File: src/rtl/tx_flow_ctrl.sv
// Credit-gated transmit scheduler: pops TX FIFO characters while credit lasts and gives queued FCTs priority.
// One registered token stage, refilled in the acceptance cycle so tokens flow with no bubbles.
module tx_flow_ctrl #(
  parameter int G_DATA_WIDTH_BITS = 8,
  parameter int G_ADDR_WIDTH_BITS = 6,
  parameter int G_CREDIT_MAX      = 56
) (
  input  logic                         clk,
  input  logic                         rst_n,
  input  logic                         link_up,
  input  logic [G_ADDR_WIDTH_BITS:0]   fill_level,
  input  logic [G_DATA_WIDTH_BITS-1:0] r_data,
  output logic                         r_en,
  input  logic                         fct_rcvd,
  input  logic                         fct_send_req,
  output logic                         tx_valid,
  input  logic                         tx_ready,
  output logic                         tx_ctrl,
  output logic [G_DATA_WIDTH_BITS-1:0] tx_data,
  output logic [5:0]                   credit,
  output logic                         credit_err
);

  typedef enum logic [1:0] {
    DISABLED = 2'd0,
    IDLE     = 2'd1,
    HOLD     = 2'd2
  } state_t;

  localparam logic [6:0] CREDIT_MAX = 7'(G_CREDIT_MAX);

  state_t                         state_q, state_d;
  logic                           tx_valid_q, tx_valid_d;
  logic                           tx_ctrl_q, tx_ctrl_d;
  logic [G_DATA_WIDTH_BITS-1:0]   tx_data_q, tx_data_d;
  logic [5:0]                     credit_q, credit_d;
  logic [2:0]                     fct_pend_q, fct_pend_d;
  logic                           credit_err_q, credit_err_d;

  logic                           slot_free;
  logic                           load_fct;
  logic                           load_data;
  logic [6:0]                     credit_sum;
  logic [3:0]                     pend_sum;

  always_ff @(posedge clk or negedge rst_n) begin
    if (!rst_n) begin
      state_q      <= DISABLED;
      tx_valid_q   <= 1'b0;
      tx_ctrl_q    <= 1'b0;
      tx_data_q    <= '0;
      credit_q     <= '0;
      fct_pend_q   <= '0;
      credit_err_q <= 1'b0;
    end else begin
      state_q      <= state_d;
      tx_valid_q   <= tx_valid_d;
      tx_ctrl_q    <= tx_ctrl_d;
      tx_data_q    <= tx_data_d;
      credit_q     <= credit_d;
      fct_pend_q   <= fct_pend_d;
      credit_err_q <= credit_err_d;
    end
  end

  always_comb begin
    state_d      = state_q;
    tx_valid_d   = tx_valid_q;
    tx_ctrl_d    = tx_ctrl_q;
    tx_data_d    = tx_data_q;
    credit_d     = credit_q;
    fct_pend_d   = fct_pend_q;
    credit_err_d = credit_err_q;
    slot_free    = 1'b0;
    load_fct     = 1'b0;
    load_data    = 1'b0;
    credit_sum   = '0;
    pend_sum     = '0;

    if (!link_up) begin
      // A held data token is dropped here; it was already popped from the FIFO.
      state_d    = DISABLED;
      tx_valid_d = 1'b0;
      tx_ctrl_d  = 1'b0;
      tx_data_d  = '0;
      credit_d   = '0;
      fct_pend_d = '0;
    end else begin
      case (state_q)
        DISABLED: state_d = IDLE;
        IDLE, HOLD: begin
          slot_free = (state_q == IDLE) || tx_ready;
          load_fct  = slot_free && (fct_pend_q != 3'd0);
          load_data = slot_free && !load_fct && (fill_level != '0) && (credit_q != 6'd0);

          if (load_fct) begin
            state_d    = HOLD;
            tx_valid_d = 1'b1;
            tx_ctrl_d  = 1'b1;
            tx_data_d  = '0;
          end else if (load_data) begin
            state_d    = HOLD;
            tx_valid_d = 1'b1;
            tx_ctrl_d  = 1'b0;
            tx_data_d  = r_data;
          end else if (slot_free) begin
            state_d    = IDLE;
            tx_valid_d = 1'b0;
          end

          pend_sum = {1'b0, fct_pend_q} + 4'(fct_send_req) - 4'(load_fct);
          if (pend_sum > 4'd7) begin
            fct_pend_d   = 3'd7;
            credit_err_d = 1'b1;
          end else begin
            fct_pend_d = pend_sum[2:0];
          end

          // load_data implies credit_q >= 1, so the subtraction cannot wrap.
          credit_sum = {1'b0, credit_q} + (fct_rcvd ? 7'd8 : 7'd0) - 7'(load_data);
          if (credit_sum > CREDIT_MAX) begin
            credit_d     = CREDIT_MAX[5:0];
            credit_err_d = 1'b1;
          end else begin
            credit_d = credit_sum[5:0];
          end
        end
        default: state_d = DISABLED;
      endcase
    end
  end

  assign r_en       = load_data;
  assign tx_valid   = tx_valid_q;
  assign tx_ctrl    = tx_ctrl_q;
  assign tx_data    = tx_data_q;
  assign credit     = credit_q;
  assign credit_err = credit_err_q;

endmodule

File: config.mk
export PLATFORM = sky130hd
export DESIGN_NAME = tx_flow_ctrl
export DESIGN_NICKNAME = d
export VERILOG_FILES = /design/src/rtl/tx_flow_ctrl.sv
export SDC_FILE = /design/constraint.sdc
export NUM_CORES = 1
export LEC_CHECK = 0
export CAP_MARGIN = 30
export CORE_AREA = 8 8 55 102
export CTS_BUF_LIST = sky130_fd_sc_hd__clkbuf_4 sky130_fd_sc_hd__clkbuf_8
export CTS_CLUSTER_SIZE = 30
export DETAILED_ROUTE_END_ITERATION = 7
export DIE_AREA = 0 0 63 110
export GPL_ROUTABILITY_DRIVEN = 0
export HOLD_SLACK_MARGIN = 0.02
export PLACE_DENSITY = 0.6
export REMOVE_ABC_BUFFERS = 1
export SLEW_MARGIN = 15
export SYNTH_ARGS = -nofsm -noshare
export SYNTH_HDL_FRONTEND = slang
export SYNTH_SLANG_ARGS = --single-unit
File: constraint.sdc
create_clock -name clk -period 4.3 [get_ports clk]
set_input_delay 0.86 -clock clk [delete_from_list [all_inputs] [get_ports clk]]
set_output_delay 0.86 -clock clk [all_outputs]
set_load 0.005 [all_outputs]
; ---- After elaboration in Yosys (flattened, before gate mapping)
; Index checks and enable logic that the tools add are counted.
[totals]
romBits = 0
regBits = 22
ram_bits = 0
in_bits = 21
elab_cells = 63
out_inout_bits = 18
n_memories = 0
latchBits = 0
[op_classes]
n_eq_ne = 6
n_mul = 0
add_sub_neg = 4
muxes = 29
div_mod_pow = 0
shift = 0
bitwise_logic = 0
n_lt_le_gt_ge = 2
reduce_logical = 15
[op_table]
columns = operator, n
row1 = $mux 8, 4
row2 = $mux 6, 3
row3 = $mux 1, 13
row4 = $mux 3, 3
row5 = $mux 2, 4
row6 = $add 6x4->7, 1
row7 = $gt 7x6->1 const B, 1
row8 = $reduce_bool 7->1, 1
row9 = $sub 7x1->7, 1
row10 = $reduce_bool 6->1, 1
row11 = $ne 5x5->1 const B, 1
row12 = $add 3x1->4, 1
row13 = $gt 4x3->1 const B, 1
row14 = $logic_and 1x1->1, 4
row15 = $mux 4, 1
row16 = $ne 4x1->1 const B, 1
row17 = $pmux 2 s2, 1
row18 = $reduce_and 2->1, 2
row19 = $sub 4x1->4, 1
row20 = $ne 3x1->1 const B, 1
row21 = $reduce_and 3->1, 1
row22 = $reduce_bool 3->1, 1
row23 = $eq 2x1->1 const B, 1
row24 = $eq 2x2->1 const B, 1
row25 = 6 further kinds, 6

; ---- Logic depth before layout (Yosys ltp)
; Gate-level depths: netlist of run 1.
[logic_depth]
word_depth = 12
ltp_mapped = 14
depth_no_buf = 14

; ---- Worst setup path before layout of run 1
; No wires, ideal clock.
[synth_path]
path_kind = input-to-reg
start = input fill_level[1]
end = register credit_q[1], in the netlist credit[1]
path_slack_ns = 1.307
arrival_ns = 2.857
t_required_ns = 4.164
path_buffers = 0
cell_stages = 13
setup_ns = 0.136
cell_sequence = nor3_1 -> nand2_1 -> nand2_1 -> nor3_1 -> ha_1 -> inv_1 -> ha_1 -> fa_1 -> a21o_1 -> a21oi_2 -> xnor2_1 -> o31ai_1 -> o21ai_1
[synth_between]
elab_chain_len = 8
[synth_lines]
columns = element, line_no
row1 = "start, declared", 11  ; input logic [G_ADDR_WIDTH_BITS:0] fill_level,
row2 = $reduce_bool 7->1 (*), 94  ; load_data = slot_free && !load_fct && (fill_level != '0) && (credit_q != 6'd0);
row3 = $logic_and 1x1->1 (*) (2 in series), 94
row4 = $sub 7x1->7 (*), 120  ; credit_sum = {1'b0, credit_q} + (fct_rcvd ? 7'd8 : 7'd0) - 7'(load_data);
row5 = $gt 7x6->1, 121  ; if (credit_sum > CREDIT_MAX) begin
row6 = $mux 6 (*), 121
row7 = $mux 6 (*), 89  ; case (state_q)
row8 = $mux 6 (*), 80  ; if (!link_up) begin
row9 = "end signal, assigned", 60  ; credit_q <= credit_d;
row10 = "end, declared", 36  ; logic [5:0] credit_q, credit_d;
; Mark *: on every way between the ends. The rest lies on a longest branch, timed or not. The select of a mux whose other input is x is not followed.
; A chain may end at the register's enable or synchronous reset.

; ---- Worst setup path after layout of run 1
[layout_path]
start = input tx_ready
end = output r_en
[layout_between]
elab_chain_len = 8
[layout_lines]
columns = element, line_no
row1 = "start, declared", 17  ; input logic tx_ready,
row2 = $logic_or 1x1->1 (*), 92  ; slot_free = (state_q == IDLE) || tx_ready;
row3 = $logic_and 1x1->1, 93  ; load_fct = slot_free && (fct_pend_q != 3'd0);
row4 = $logic_not 1->1, 94
row5 = $logic_and 1x1->1 (*) (3 in series), 94
row6 = $mux 1 (*), 89
row7 = $mux 1 (*), 80
row8 = "end, declared", 13  ; output logic r_en,
; Mark *: on every way between the ends. The rest lies on a longest branch, timed or not.

==> results of run 1 <==
-- metrics by stage --
stage | std cells | worst slack (ns)
5_1_grt | 244 | 0.6017
3_3_place_gp | 239 | 0.6528
3_5_place_dp | 240 | 0.5786
2_1_floorplan | 145 | 1.307
4_1_cts | 244 | 0.7522
6_report | 244 | 0.7759
-- layout by cell type, fill, tap and decap left out, types with 2 or more instances in the layout --
cell / synthesis / layout
a21boi_0: 2 / 2
a21o_1: 3 / 3
a21oi_1: 4 / 4
a22o_1: 8 / 8
a31oi_1: 4 / 4
buf_4: 0 / 2
clkbuf_8: 0 / 3
clkdlybuf4s50_1: 0 / 38
dfrtp_1: 22 / 22
fa_1: 2 / 2
ha_1: 15 / 15
inv_1: 18 / 18
nand2_1: 9 / 9
nand3_1: 4 / 4
nand3b_1: 2 / 2
nor2_1: 10 / 10
nor2b_1: 2 / 2
nor3_1: 4 / 4
nor3b_1: 3 / 3
nor4_1: 2 / 2
o21ai_0: 9 / 9
o21ai_1: 2 / 2
xnor2_1: 4 / 4
-- worst max path at each step --
stage | slack [ns] | endpoint | startpoint
global route | 0.60 | r_en | tx_ready
global placement | 0.65 | credit[1]$_DFFE_PN0P_ | tx_ready
CTS | 0.75 | r_en | tx_ready
detailed placement | 0.58 | credit[2]$_DFFE_PN0P_ | fill_level[5]
finish | 0.78 | r_en | tx_ready
floorplan | 1.31 | credit[1]$_DFFE_PN0P_ | fill_level[1]
-- cell type report --
| type | instances | area, um2 | share of cell area |
|---|---|---|---|
| clock inverter | 1 | 30.03 | 0.01519 |
| multi-input combinational | 104 | 805.8 | 0.4076 |
| timing repair buffer | 41 | 410.4 | 0.2076 |
| sequential | 22 | 550.5 | 0.2785 |
| tap | 54 | 67.56 | 0.03418 |
| clock buffer | 3 | 41.29 | 0.02089 |
| inverter | 19 | 71.32 | 0.03608 |
-- power breakdown --
| part | leakage [nW] | internal (mW) | switching (mW) |
|---|---|---|---|
| registers | 0.296 | 0.265 | 0.0551 |
| logic | 0.521 | 0.394 | 0.490 |
| clock network | 0.0357 | 0.124 | 0.0710 |
-- metal layers --
| layer | global-route usage | wire length (um) | up-vias | part of all wire |
|---|---|---|---|---|
| met5 | 0 | 0 | - | 0 |
| met1 | 0.1194 | 1410 | 583 | 0.37 |
| met4 | 0.05583 | 99 | 0 | 0.026 |
| met3 | 0.03239 | 226 | 10 | 0.059 |
| li1 | - | - | 608 | - |
| met2 | 0.2255 | 2112 | 40 | 0.55 |
-- Yosys cell counts (all sizes together), types with 4 or more instances --
cell type  instances  area (um2)
a21oi              5       28.78
nand3              4       20.02
a31oi              4       25.02
nand2              9       33.78
xnor2              4       35.03
ha                15       187.7
o21ai             11       55.05
nor2              10       37.54
nor3               4       20.02
a22o               8       70.07
dfrtp             22       550.5
inv               19       71.31
-- flip-flops by register name, indices dropped and copies added (netlist names) --
register    flops
tx_data         8
tx_valid        1
tx_ctrl         1
fct_pend_q      3
credit_err      1
credit          6
state_q         2
-- cells by family (layout without fill, tap and decap cells) --
family	after synthesis	in the layout
and+or+nand+nor	40	40
xor gates and xnor gates	5	5
adders and majority gates	17	17
AOI/OAI and AO/OA	42	42
DFF	22	22
buffers and inverters	22	64
==> out/qor.txt, run 1 <==
Min cycle time layout: 3.524 ns
Rel. slew slack: 0.6002
Max Cap Viol: 0
Max Fclk: 283.8 MHz
WL final: 3848 um
Via count: 1241
Max-slew violations: 0
Clock transition at the registers of the reported paths: 0.08 ns
Htree depth: 1
Max incr delay on CP: 0.61 ns
Vias in the first global route: 1451
Post-synth EDFFs: 0
Worst-Margin Slew: 0.5975 ns
Avg Cell Area, Syn: 9.722 um2
Worst-Skew Late Latency: 0.27 ns
Total grt overflow: 0
Slowest-stage cell, CP: clkdlybuf4s50_1
Synth Warn #: 0
Crit-path max FO: 9
Pin count of the biggest net entering global routing: 21
Postcts setup bufs: 0
Main combinational cell family by area after synthesis: compound AO/OA/AOI/OAI gates
Synth unique cells: 37
Ports: 39
Clk sinks: 22
Clock buffer count from CTS: 3
P&R area growth vs syn: 37.39%
Buf/Inv on CP: 2
First-pass GRT wire length: 6672 um
Drt pass-1 iters: 4
N_diodes: 0
CP Depth: 4
Clock Path Buffers: 2
Via density: 5.086
Final hold slack: 0.5066 ns
Register bit total from synthesis: 22
CP Data Arrival Time: 2.66 ns
Total negative slack: 0 ns
Crit Path Class: in -> out
Wire per inst: 15.77 um
Worst R2R Path Depth: 14
Row Count: 34
DP HPWL: 3215 um
Initial Util: 0.3349
CTS resizes: 0
Mapped Cells: 148
Final Power: 1.400 mW
Hold Startpoint: tx_data[2]$_DFFE_PN0P_
Leak pwr: 0.8519 nW
Initial antenna violation count: 0
Endpoint, Worst Hold: tx_data[2]$_DFFE_PN0P_
CP cell instances: clkdlybuf4s50_1, nor2_1, nor4_4, clkdlybuf4s50_1
Clock root buffer: clkbuf_8
Most frequent cell on the critical path: clkdlybuf4s50_1
Setup repair after global routing missed its margin: no
Port buffer count: 38
Post-DP Area: 1906 um2
Core Area: 4297 um2
Post-synthesis mux area share: 0
Reg-to-Reg End: credit[2]$_DFFE_PN0P_
Die Height: 110 um
Kind of end point of the critical path: output pin
Worst reg2reg path startpoint: credit[5]$_DFFE_PN0P_
NumNets Final: 229
Final period util: 0.8196
Power per cell area: 708.0 nW/um2
Layout cell share with drive strength beyond 1: 0.07368
Setup Skew: 0.004543 ns
Simple-gate area share of the yosys netlist: 0.1522
Final Cell Area: 1977 um2
Remaining routing DRC violations: 0
Filler instances: 399
Core Util, Final: 0.4601
Adder-Cell Fraction of Synth Area: 0.1583
CP delay by family, top: buffers and inverters
GRT Overall Usage: 0.1201
Maximum vdd drop: 0.3510 mV
Setup violations, final: 0
Synth async-reset ratio: 1.000
Critical Path Start Type: input port
Post-DRT Antenna Nets: 0
Die Footprint: 6930 um2
Fraction of the mapped netlist area in compound gates: 0.2191
Cts hold-fix bufs: 0
Synthesized cell area: 1439 um2
Hold Path Depth: 1
Starting DRT DRC Count: 37
CTS tree: built
Die W: 63 um
CP Data Required Time: 3.44 ns
Xor and xnor fraction of the mapped netlist area: 0.03043
Worst reg-to-reg setup slack: 1.05 ns
Worst hold-check path type: reg -> reg
Post-synthesis sequential area ratio: 0.3826
Prevailing post-synth register cell: dfrtp_1
Hold Vio Cnt, Final: 0
Status: finished clean
No activity file was read; power rests on OpenSTA's default activity.
==> inputs of run 2 (changes only) <==
PLACE_DENSITY = 0.62   (was 0.6)
clock period = 2.9 ns   (was 4.3 ns; I/O delays follow)
==> out/qor.txt, run 2 (synthesized netlist as in run 1, its figures left out) <==
DP HPWL: 3277 um
CP cell instances: nor3_1, nand3_2, nand2_2, nor3_2, ha_2, inv_2, ha_4, buf_4, a211oi_2, or4_4, o2111ai_4, nand2b_1, o32a_1
Worst-Skew Late Latency: 0.26 ns
Worst R2R Path Depth: 13
Commonest non-fill, non-tap cell in the layout: clkdlybuf4s50_1
Slowest-stage cell, CP: or4_4
Layout cell share with drive strength beyond 1: 0.2367
Via density: 5.169
Critical Path Start Type: flip-flop
Cts hold-fix bufs: 0
Vias in the first global route: 1570
Power per cell area: 1181 nW/um2
Post-DRT Antenna Nets: 0
Clock root buffer: clkbuf_8
Clock Path Buffers: 2
Initial Util: 0.3349
CP Data Arrival Time: 2.91 ns
Setup Skew: 0.002801 ns
Pin count of the biggest net entering global routing: 23
Clk sinks: 22
GRT Overall Usage: 0.1239
Die Footprint: 6930 um2
Finished Layout Cells: 261
Hold Vio Cnt, Final: 0
WL final: 4197 um
Hold Path Depth: 1
Status: finished clean
Ports: 39
Crit-path max FO: 5
Inst Count DP: 253
Final period util: 0.9522
Clock buffer count from CTS: 3
Reg-to-Reg End: credit_err$_DFFE_PN0P_
CP Data Required Time: 3.05 ns
Total grt overflow: 0
Filler instances: 406
Row Count: 34
Die Height: 110 um
Worst reg2reg path startpoint: credit[2]$_DFFE_PN0P_
First-pass GRT wire length: 6948 um
Remaining routing DRC violations: 0
CTS tree: built
P&R area growth vs syn: 54.17%
N_diodes: 0
Leak pwr: 1.035 nW
Worst reg-to-reg setup slack: 0.14 ns
Max Fclk: 362.1 MHz
Place WS: -0.4801 ns
NumNets Final: 246
Wire per inst: 16.08 um
Crit Path Class: reg -> reg
Setup violations, final: 0
Drt pass-1 iters: 4
Min cycle time layout: 2.761 ns
Core Area: 4297 um2
Largest register FFs: 8
Most frequent cells in the layout: 30 x clkdlybuf4s50_1, 22 x dfrtp_1, 20 x buf_4
Hold Startpoint: tx_data[4]$_DFFE_PN0P_
Starting DRT DRC Count: 36
Clock transition at the registers of the reported paths: 0.08 ns
Max Cap Viol: 0
Port buffer count: 38
Worst-Margin Slew: 0.4062 ns
Rel. slew slack: 0.7263
Die W: 63 um
Max-slew violations: 0
Maximum vdd drop: 0.5099 mV
Max incr delay on CP: 0.50 ns
Worst hold-check path type: reg -> reg
Final WS setup: 0.1387 ns
Htree depth: 1
Kind of end point of the critical path: flip-flop
Initial antenna violation count: 0
Via count: 1349
Endpoint, Worst Hold: tx_data[4]$_DFFE_PN0P_
[run 2: where the power goes]
group          internal, mW  switching (mW)  leakage (nW)
combinational         0.939           0.926         0.704
clock                 0.184           0.105        0.0357
sequential            0.394          0.0726         0.296
[run 2: worst max-delay path: cells and delay by family (launching register included)]
kind                     cells  cell delay (ns)
AND/OR/NAND/NOR              6             1.18
AO/OA/AOI/OAI                3             0.53
flip-flops                   1             0.44
adder cells (fa/ha/maj)      2             0.32
buffers and inverters        2             0.17
[run 2: per-layer routing]
metal / share of wire / GRT usage / vias to the layer above
met1: 0.34 / 0.1086 / 652
met3: 0.077 / 0.04656 / 9
met2: 0.57 / 0.2469 / 46
met4: 0.015 / 0.04433 / 0
li1: - / - / 642
met5: 0 / 0 / -
[run 2: worst max path at each step]
| stage | startpoint | end | slack [ns] | depth (start not counted) |
|---|---|---|---|---|
| 6_report | credit[2]$_DFFE_PN0P_ | credit_err$_DFFE_PN0P_ | 0.14 | 13 |
| 5_1_grt | credit[4]$_DFFE_PN0P_ | credit[1]$_DFFE_PN0P_ | -0.005 | 14 |
| 4_1_cts | fill_level[6] | r_en | 0.004 | 8 |
| 3_5_place_dp | fill_level[1] | credit[2]$_DFFE_PN0P_ | -0.48 | 15 |
| 3_3_place_gp | fill_level[1] | credit[1]$_DFFE_PN0P_ | -0.39 | 15 |
| 2_1_floorplan | credit[5]$_DFFE_PN0P_ | credit[1]$_DFFE_PN0P_ | 0.05 | 14 |
[run 2: layout make-up]
class,instances,area [um2],area share
clock buffer,3,41.29,0.01861
clock inverter,1,30.03,0.01354
inverter,19,71.32,0.03215
multi-input combinational,104,907.1,0.4089
sequential,22,550.5,0.2482
tap,54,67.56,0.03046
timing repair buffer,58,550.5,0.2482
[run 2: repair_timing]
action                                  4_1_cts  5_1_grt
setup buffers                                 2        3
endpoints found under the setup margin        4        8
gates resized for setup                       7       22
cloned                                        0        0
pin swaps                                     4       15
[run 2: stage by stage]
| stage | hold slack [ns] | util | TNS [ns] | area, um2 | power, mW |
|---|---|---|---|---|---|
| 3_5_place_dp | 0.4813 | 0.4645 | -2.282 | 1996 | 2.029 |
| 2_1_floorplan | 0.2844 | - | 0 | 1428 | 1.363 |
| 6_report | 0.5102 | 0.5163 | 0 | 2218 | 2.620 |
| 4_1_cts | 0.5155 | 0.4904 | 0 | 2107 | 2.419 |
| 3_3_place_gp | 0.4839 | 0.4645 | -1.794 | 1996 | 1.959 |
| 5_1_grt | 0.5411 | 0.5163 | -0.008698 | 2218 | 2.835 |
==> inputs of run 3 (changes only) <==
SLEW_MARGIN = not set   (was 15)
==> results of run 3 <==
Same layout as run 2: the final DEF is identical, and so are final timing and power.
